### src/rtl/counter_cap_pkg.sv
// Shared definitions for the counter timestamp capture block: edge-select
// encoding, default counter width and the edge-match helper.
package counter_cap_pkg;

    localparam int CNT_W_DEF = 32;

    localparam logic [1:0] EDGE_OFF  = 2'b00;
    localparam logic [1:0] EDGE_RISE = 2'b01;
    localparam logic [1:0] EDGE_FALL = 2'b10;
    localparam logic [1:0] EDGE_BOTH = 2'b11;

    // True when the selected edge type(s) include an edge seen this cycle.
    function automatic logic edge_match(input logic [1:0] sel,
                                        input logic       rise,
                                        input logic       fall);
        logic want_rise;
        logic want_fall;
        want_rise = (sel == EDGE_RISE) || (sel == EDGE_BOTH);
        want_fall = (sel == EDGE_FALL) || (sel == EDGE_BOTH);
        return (want_rise && rise) || (want_fall && fall);
    endfunction

endpackage

### src/rtl/counter_capture_fifo_if.sv
// Valid/ready drain interface carrying captured timestamps from the capture
// block (master) to the consuming host logic (slave).
interface counter_capture_fifo_if
    import counter_cap_pkg::*;
#(
    parameter int CNT_W = CNT_W_DEF
) ();

    logic             cap_valid;
    logic             cap_ready;
    logic [CNT_W-1:0] cap_data;

    modport master (
        output cap_valid,
        output cap_data,
        input  cap_ready
    );

    modport slave (
        input  cap_valid,
        input  cap_data,
        output cap_ready
    );

endinterface

### src/rtl/cap_sync_fifo.sv
// Single-clock DEPTH x WIDTH FIFO with registered head output; a push into a
// full FIFO is accepted only when a pop happens in the same cycle.
module cap_sync_fifo
    import counter_cap_pkg::*;
#(
    parameter int DEPTH = 4,
    parameter int WIDTH = CNT_W_DEF
) (
    input  logic                   clk,
    input  logic                   rst,
    input  logic                   push_i,
    input  logic                   pop_i,
    input  logic [WIDTH-1:0]       wdata_i,
    output logic [WIDTH-1:0]       rdata_o,
    output logic [$clog2(DEPTH):0] level_o,
    output logic                   full_o,
    output logic                   empty_o
);

    localparam int PTR_W = $clog2(DEPTH);
    localparam int LVL_W = PTR_W + 1;

    logic [WIDTH-1:0] mem_q [DEPTH];
    logic [PTR_W-1:0] wr_ptr_q;
    logic [PTR_W-1:0] wr_ptr_d;
    logic [PTR_W-1:0] rd_ptr_q;
    logic [PTR_W-1:0] rd_ptr_d;
    logic [LVL_W-1:0] level_q;
    logic [LVL_W-1:0] level_d;
    logic             push_ok;
    logic             pop_ok;

    assign full_o  = (level_q == LVL_W'(DEPTH));
    assign empty_o = (level_q == '0);

    always_comb begin
        pop_ok   = pop_i && !empty_o;
        push_ok  = push_i && (!full_o || pop_ok);
        wr_ptr_d = wr_ptr_q;
        rd_ptr_d = rd_ptr_q;
        level_d  = level_q;
        // Pointers are exactly log2(DEPTH) bits wide, so increment wraps modulo DEPTH.
        if (push_ok) begin
            wr_ptr_d = wr_ptr_q + 1'b1;
        end
        if (pop_ok) begin
            rd_ptr_d = rd_ptr_q + 1'b1;
        end
        if (push_ok && !pop_ok) begin
            level_d = level_q + LVL_W'(1);
        end else if (pop_ok && !push_ok) begin
            level_d = level_q - LVL_W'(1);
        end
    end

    always_ff @(posedge clk) begin
        if (rst) begin
            wr_ptr_q <= '0;
            rd_ptr_q <= '0;
            level_q  <= '0;
        end else begin
            wr_ptr_q <= wr_ptr_d;
            rd_ptr_q <= rd_ptr_d;
            level_q  <= level_d;
        end
    end

    // Storage carries no reset; validity is tracked by the pointers alone.
    always_ff @(posedge clk) begin
        if (push_ok && !rst) begin
            mem_q[wr_ptr_q] <= wdata_i;
        end
    end

    assign rdata_o = empty_o ? '0 : mem_q[rd_ptr_q];
    assign level_o = level_q;

endmodule

### src/rtl/counter_capture_fifo.sv
// Timestamps edges of an asynchronous event line with the free-running counter
// value and buffers them for a valid/ready consumer, flagging dropped captures.
module counter_capture_fifo
    import counter_cap_pkg::*;
#(
    parameter int CNT_W       = CNT_W_DEF,
    parameter int DEPTH       = 4,
    parameter int SYNC_STAGES = 2
) (
    input  logic                   clk,
    input  logic                   p_reset,
    input  logic [CNT_W-1:0]       cnt_in,
    input  logic                   evt_in,
    input  logic [1:0]             edge_sel,
    counter_capture_fifo_if.master cap,
    output logic [$clog2(DEPTH):0] fifo_level,
    output logic                   ovf_sticky,
    input  logic                   ovf_clr
);

    localparam int ARM_MAX = SYNC_STAGES + 1;
    localparam int ARM_W   = $clog2(ARM_MAX + 1);

    logic [SYNC_STAGES-1:0] sync_q;
    logic [SYNC_STAGES-1:0] sync_d;
    logic                   prev_q;
    logic [ARM_W-1:0]       arm_q;
    logic [ARM_W-1:0]       arm_d;
    logic                   ovf_q;
    logic                   ovf_d;

    logic             s;
    logic             rise;
    logic             fall;
    logic             armed;
    logic             det;
    logic             push;
    logic             pop;
    logic             drop;
    logic             full;
    logic             empty;
    logic [CNT_W-1:0] head;

    always_comb begin
        sync_d = {sync_q[SYNC_STAGES-2:0], evt_in};
        s      = sync_q[SYNC_STAGES-1];
        rise   = s && !prev_q;
        fall   = !s && prev_q;
        // Edges are ignored until the chain has been refilled with real samples after reset.
        armed  = (arm_q == ARM_W'(ARM_MAX));
        arm_d  = armed ? arm_q : arm_q + ARM_W'(1);
        det    = armed && !p_reset && edge_match(edge_sel, rise, fall);
        pop    = !empty && cap.cap_ready;
        push   = det && (!full || pop);
        drop   = det && full && !pop;
        ovf_d  = ovf_q;
        if (drop) begin
            ovf_d = 1'b1;
        end else if (ovf_clr) begin
            ovf_d = 1'b0;
        end
    end

    always_ff @(posedge clk) begin
        if (p_reset) begin
            sync_q <= '0;
            prev_q <= 1'b0;
            arm_q  <= '0;
            ovf_q  <= 1'b0;
        end else begin
            sync_q <= sync_d;
            prev_q <= s;
            arm_q  <= arm_d;
            ovf_q  <= ovf_d;
        end
    end

    cap_sync_fifo #(
        .DEPTH (DEPTH),
        .WIDTH (CNT_W)
    ) u_fifo (
        .clk     (clk),
        .rst     (p_reset),
        .push_i  (push),
        .pop_i   (pop),
        .wdata_i (cnt_in),
        .rdata_o (head),
        .level_o (fifo_level),
        .full_o  (full),
        .empty_o (empty)
    );

    assign cap.cap_valid = !empty;
    assign cap.cap_data  = head;
    assign ovf_sticky    = ovf_q;

endmodule

### src/flat_wrapper.sv
// flat-port wrapper written by rule: the top's interface ports become plain ports
module counter_capture_fifo_flat import counter_cap_pkg::*;
#(
    parameter int CNT_W       = CNT_W_DEF,
    parameter int DEPTH       = 4,
    parameter int SYNC_STAGES = 2
)
  (clk, p_reset, cnt_in, evt_in, edge_sel, fifo_level, ovf_sticky, ovf_clr, cap_cap_valid, cap_cap_data, cap_cap_ready);
  counter_capture_fifo_if #(.CNT_W(CNT_W)) cap_i ();
  input  logic clk;
  input  logic p_reset;
  input  logic [CNT_W-1:0] cnt_in;
  input  logic evt_in;
  input  logic [1:0] edge_sel;
  output logic [$clog2(DEPTH):0] fifo_level;
  output logic ovf_sticky;
  input  logic ovf_clr;
  output wire logic [$bits(cap_i.cap_valid)-1:0] cap_cap_valid;
  output wire logic [$bits(cap_i.cap_data)-1:0] cap_cap_data;
  input wire logic [$bits(cap_i.cap_ready)-1:0] cap_cap_ready;
  assign cap_cap_valid = cap_i.cap_valid;
  assign cap_cap_data = cap_i.cap_data;
  assign cap_i.cap_ready = cap_cap_ready;
  counter_capture_fifo #(.CNT_W(CNT_W), .DEPTH(DEPTH), .SYNC_STAGES(SYNC_STAGES)) u_core (.clk(clk), .p_reset(p_reset), .cnt_in(cnt_in), .evt_in(evt_in), .edge_sel(edge_sel), .cap(cap_i), .fifo_level(fifo_level), .ovf_sticky(ovf_sticky), .ovf_clr(ovf_clr));
endmodule
### config.mk
export PLATFORM = sky130hd
export DESIGN_NAME = counter_capture_fifo_flat
export DESIGN_NICKNAME = d
export VERILOG_FILES = /design/src/rtl/counter_cap_pkg.sv /design/src/rtl/counter_capture_fifo_if.sv /design/src/rtl/cap_sync_fifo.sv /design/src/rtl/counter_capture_fifo.sv /design/src/flat_wrapper.sv
export SDC_FILE = /design/constraint.sdc
export NUM_CORES = 1
export LEC_CHECK = 0
export ABC_AREA = 1
export BUFFER_PORTS_ARGS = -buffer_cell sky130_fd_sc_hd__clkbuf_2
export CAP_MARGIN = 20
export CORE_UTILIZATION = 30
export DETAILED_ROUTE_END_ITERATION = 10
export GPL_TIMING_DRIVEN = 0
export PLACE_DENSITY = 0.47
export SLEW_MARGIN = 20
export SYNTH_ARGS = -nofsm -noshare
export SYNTH_HDL_FRONTEND = slang
export SYNTH_SLANG_ARGS = --single-unit
### constraint.sdc
create_clock -name clk -period 2.7 [get_ports clk]
set_clock_uncertainty 0.1 [all_clocks]
set_input_delay 0.54 -clock clk [delete_from_list [all_inputs] [get_ports clk]]
set_output_delay 0.54 -clock clk [all_outputs]
set_load 0.01 [all_outputs]
### Word-level counts from Yosys, hierarchy flattened

Memory sizes are Yosys's and may differ from the RTL's. A register that Yosys moved wholly into a read port is not among the register bits.
Cells that the tools add are included.

* register bits: 13
* latch bits: 0
* memory bits (writable): 128
* ROM bits: 0
* input bits: 39
* output and inout bits: 37
* logic and storage cells: 58
* memories kept: 1

Memories
* u_core.u_fifo.mem_q: words 4, bits a word 32, rd ports 1, clocked after memory_dff 1, wr ports 1, line cap_sync_fifo.sv:23 `logic [WIDTH-1:0] mem_q [DEPTH];`

* add/sub/neg operators: 5
* $mul: 0
* divide/modulo/power cells: 0
* order comparisons: 0
* equal/unequal tests: 5
* shift-type cells: 0
* multiplexer cells: 9
* bitwise logic cells: 0
* reductions and logical operators: 31

Operators with widths (number)
* 32-bit 2-to-1 mux: 1
* 1-bit logical AND: 15
* 1-bit logical NOT: 8
* 2-bit by 1-bit adder with 2-bit output (second input constant): 3
* 2-bit == test (second input constant): 3
* 3-bit 2-to-1 mux: 2
* 1-bit logical OR: 5
* 1-bit 2-to-1 mux: 4
* 2-bit 2-to-1 mux: 2
* 2-bit nonzero test: 2
* 3-bit by 1-bit adder with 3-bit output (second input constant): 1
* 3-bit == test (second input constant): 1
* 3-bit logical NOT: 1
* 3-bit by 1-bit subtractor with 3-bit output (second input constant): 1
* 2-bit by 1-bit == test with 1-bit output (second input constant): 1

### Logic depth before layout (Yosys ltp)

* word-level depth: 11
* gate-level depth with buffers: 13
* gate-level depth less buffers: 13

### Cells and area by module

From an unflattened synthesis, not the netlist that was laid out.

* cells, all modules: 484
* area, all modules: 5734.2 sq um

By module, submodules not included
* cap_sync_fifo: instances 1, cells an instance 450, area each 5462.7 sq um, sequential area each 4023.9 sq um
* counter_capture_fifo: instances 1, cells an instance 34, area each 271.5 sq um, sequential area each 120.1 sq um

### Worst setup path before layout

No wires, ideal clock.

* kind: input -> register
* from: in p_reset
* to: mem u_core.u_fifo.mem_q[0][0] (netlist bit), enable pin
* library setup time: 0.421 ns
* arrival time: 2.351 ns
* data required time: 2.179 ns
* setup slack: -0.172 ns
* stages on the path: 4
* path buffers: 1
* path through: buf_2 nor2_4 nand3_2 nor2_1

* word-level cells in the longest chain between the ends: 8

Ends and longest elaborated chain
* start: declaration: line flat_wrapper.sv:11 `input logic p_reset;`
* 1-bit logical NOT (*): line cap_sync_fifo.sv:70, counter_capture_fifo.sv:52
* 1-bit logical AND (2 in a row): line counter_capture_fifo.sv:52 `det = armed && !p_reset && edge_match(edge_sel, rise, fall);`
* 1-bit logical AND: line counter_capture_fifo.sv:54 `push = det && (!full || pop);`
* 1-bit logical AND: line cap_sync_fifo.sv:38 `push_ok = push_i && (!full_o || pop_ok);`
* 1-bit logical AND (*): line cap_sync_fifo.sv:70 `if (push_ok && !rst) begin`
* 1-bit 2-to-1 mux (*): line cap_sync_fifo.sv:70
* 1-bit 2-to-1 mux (not written as such) (*): line cap_sync_fifo.sv:71 `mem_q[wr_ptr_q] <= wdata_i;`
* end: declaration: line cap_sync_fifo.sv:23

Mark *: on every way between the ends. The rest lies on a longest branch, timed or not.

==> run metrics <==
CP Cell Sequence=inv_2 -> clkbuf_1 -> o21ai_1 -> a21oi_2 -> clkbuf_2; syn nets=518; count leader, synth=nor2_1; Top Family by Delay on Critical Path=buffers and inverters; outcome=finished, final reports clean; first-pass GRT wire length=20,600 um; RSZ-0062 raised after global routing=false; Post-synth top cells=nor2_1 (141), edfxtp_1 (128), o21ai_1 (43); fmax=388 MHz; via count=3,715; Detail Route Antenna Nets=0; DRC=0; synthesized area per cell=12.4 sq um; WL/cell=16.1 um; port bufs=74; cts repair resizes=0; critical path's largest stage delay=540 ps; Crit Path Max Fanout=10; Crit path buffers/inverters=3; filler instances=1,907; sw power=2.32 mW; register area share after synthesis=approximately 70%; post-cts hold buffer count=0; EDFF count, synth=roughly 130; Clk pin slew, worst setup/hold paths=60 ps; Final Max Tran Viols=0; share of the synthesized area in the top cell type=65.8%; Hold/Removal Path Class=input port to register; total grt overflow=0; crit path launch type=register; Clock power frac=31.6%; hold_ws=203 ps; Pleak=2.60 nW; share of layout cells above drive strength 1=about a quarter; Post-Place Worst Slack=217 ps; master of the slowest instance on the critical path=clkbuf_1; Peak supply drop=0.500 mV; wirelength, routed=13,500 um; Die X=142 um; CTS Buf Count=17; Rows=50; vias in the first global route=3,774; top_reg_cell synth=edfxtp_1; clock insertion delay at the later pin of the skew report=420 ps; total track usage=14.3%; Final Cycle Share=between 90% and 100%; iteration count of the initial detailed-routing pass=5; PwrDens=962 nW/um^2; final setup violating endpoints=0; max_cap viols=0; Yosys reg bits=143; chip height=142 um; worst-margin pin slew=between 600 and 700 ps; critical path arrival=1940 ps; reg2reg start=u_core.arm_q[0]; Core Box Area=18,900 sq um; CTS tree=yes; mapped cell area=5840 sq um; synthesized instance count=472; PnR worst setup slack=121 ps; synth warn=0; Final Wtd Congestion=a little over 0.7; setup tns final=0 ps; clk sinks=143; vias per inst=around 4.4; CP Data Required Time=around 2100 ps; Post-CTS Setup Repair Bufs=0; initial antenna violation count=0; Synth area leaders=edfxtp_1 (66%), nor2_1 (9.1%), dfxtp_1 (5.1%); pin count of the biggest net entering global routing=22; Gate power share=32.4%; Clock Path Buffers=2; register share of total power=a little over a third; ant diodes=0; initial core utilization=30.9%; number of H-tree levels=4; Slew headroom=55.4%; Worst Setup End Kind=output pin; clk root buf=clkbuf_16; worst hold start=evt_in; Die ar.=20,000 sq um; Net Sw Frac=33.4%; Area growth syn-to-layout=23.5%; final net count=around 620; Post-synth ARST share=0%; count of cell types in the netlist=25; Final Hold Viols=0; detailed placement HPWL=roughly 8500 um; Internal=4.62 mW; CP Class=register to output pin; # IOs=76; Detailed Route Iter0 Violations=161; Yosys top cell by area=edfxtp_1; minimum clock period=2580 ps
power by group through the flow:
stage / Combinational, mW / Clock, mW / Sequential (mW)
after global placement: 2.30 / 0 / 2.55
after floorplan: 1.42 / 0 / 2.55
after global routing: 2.48 / 2.32 / 2.51
after CTS: 2.32 / 2.23 / 2.50
final: 2.25 / 2.19 / 2.50
after detailed placement: 2.31 / 0 / 2.55
through the flow:
stage          cells  power [mW]  area, sq um  util [%]
2_1_floorplan    472        3.97         5840         -
3_3_place_gp     806        4.84         6540      34.6
3_5_place_dp     810        4.86         6660      35.3
4_1_cts          842        7.06         7220      38.2
5_1_grt          842        7.30         7220      38.2
6_report         842        6.94         7220      38.2
registers in the layout, indices dropped and copies added (netlist names), named ones only:
| name | cells |
|---|---|
| u_core.ovf_sticky | 1 |
| u_core.prev_q | 1 |
| u_core.u_fifo.rd_ptr_q | 2 |
| u_core.u_fifo.mem_q | 128 |
| u_core.sync_q | 2 |
| u_core.u_fifo.wr_ptr_q | 2 |
| u_core.u_fifo.level_o | 3 |
| u_core.arm_q | 2 |
layer usage:
layer | part of all wire [%] | wire [um] | GRT usage, %
met1 | 45 | 6080 | 17.2
met2 | 50 | 6760 | 24.9
met3 | 3.7 | 498 | 3.14
met4 | 1.4 | 193 | 5.77
met5 | 0 | 0 | 0
layout make-up:
cell class              count  area [sq um]  area share [%]
clock buffers              18           429            5.95
clock inverters            14           125            1.73
multi-input cells         280          1400            19.4
plain buffers              24           234            3.24
flip-flops and latches    143          4140            57.4
well taps                 260           325            4.51
inverters                  25          93.8            1.30
repair buffers             78           465            6.45
worst reg2reg max path, cell delays in order (launching register included):
cell and delay (ps):
dfxtp_1 350, ha_1 210, inv_1 90, nor2_4 120, nand3_2 260, inv_1 120, ha_1 170, inv_1 70
fa_1 380, nand2_1 80, nand3b_1 90, o21ai_0 150, a21oi_1 60
cell usage in the layout (no fill, tap or decap), drive strengths merged:
cell type    n
nor2       144
edfxtp     128
clkbuf      99
o21ai       68
a21oi       38
inv         25
buf         21
dfxtp       15
nand2       12
clkinv       8
ha           6
clkinvlp     4
nand3        4
xor2         3
nand4        2
nand3b       2
bufinv       2
fa           1
kinds of logic after synthesis:
group / count (synthesis) / synth area share (%)
buffers and inverters: 49 / 5.61
AO/OA/AOI/OAI: 106 / 10.2
XOR/XNOR: 3 / 0.450
AND/OR/NAND/NOR: 164 / 11.1
adder cells (fa/ha/maj): 7 / 1.63
flip-flops: 143 / 70.9
path summary, 6_finish.rpt:
check / slack [ps] / depth (start not counted) / to
worst max-delay path: 120 / 5 / cap_cap_data[16]
worst max register to register: 360 / 12 / u_core.u_fifo.level_o[2]
worst min-delay path: 200 / 3 / u_core.sync_q[0]
worst min register to register: 320 / 2 / u_core.sync_q[1]
No activity file was read; power rests on OpenSTA's default activity.
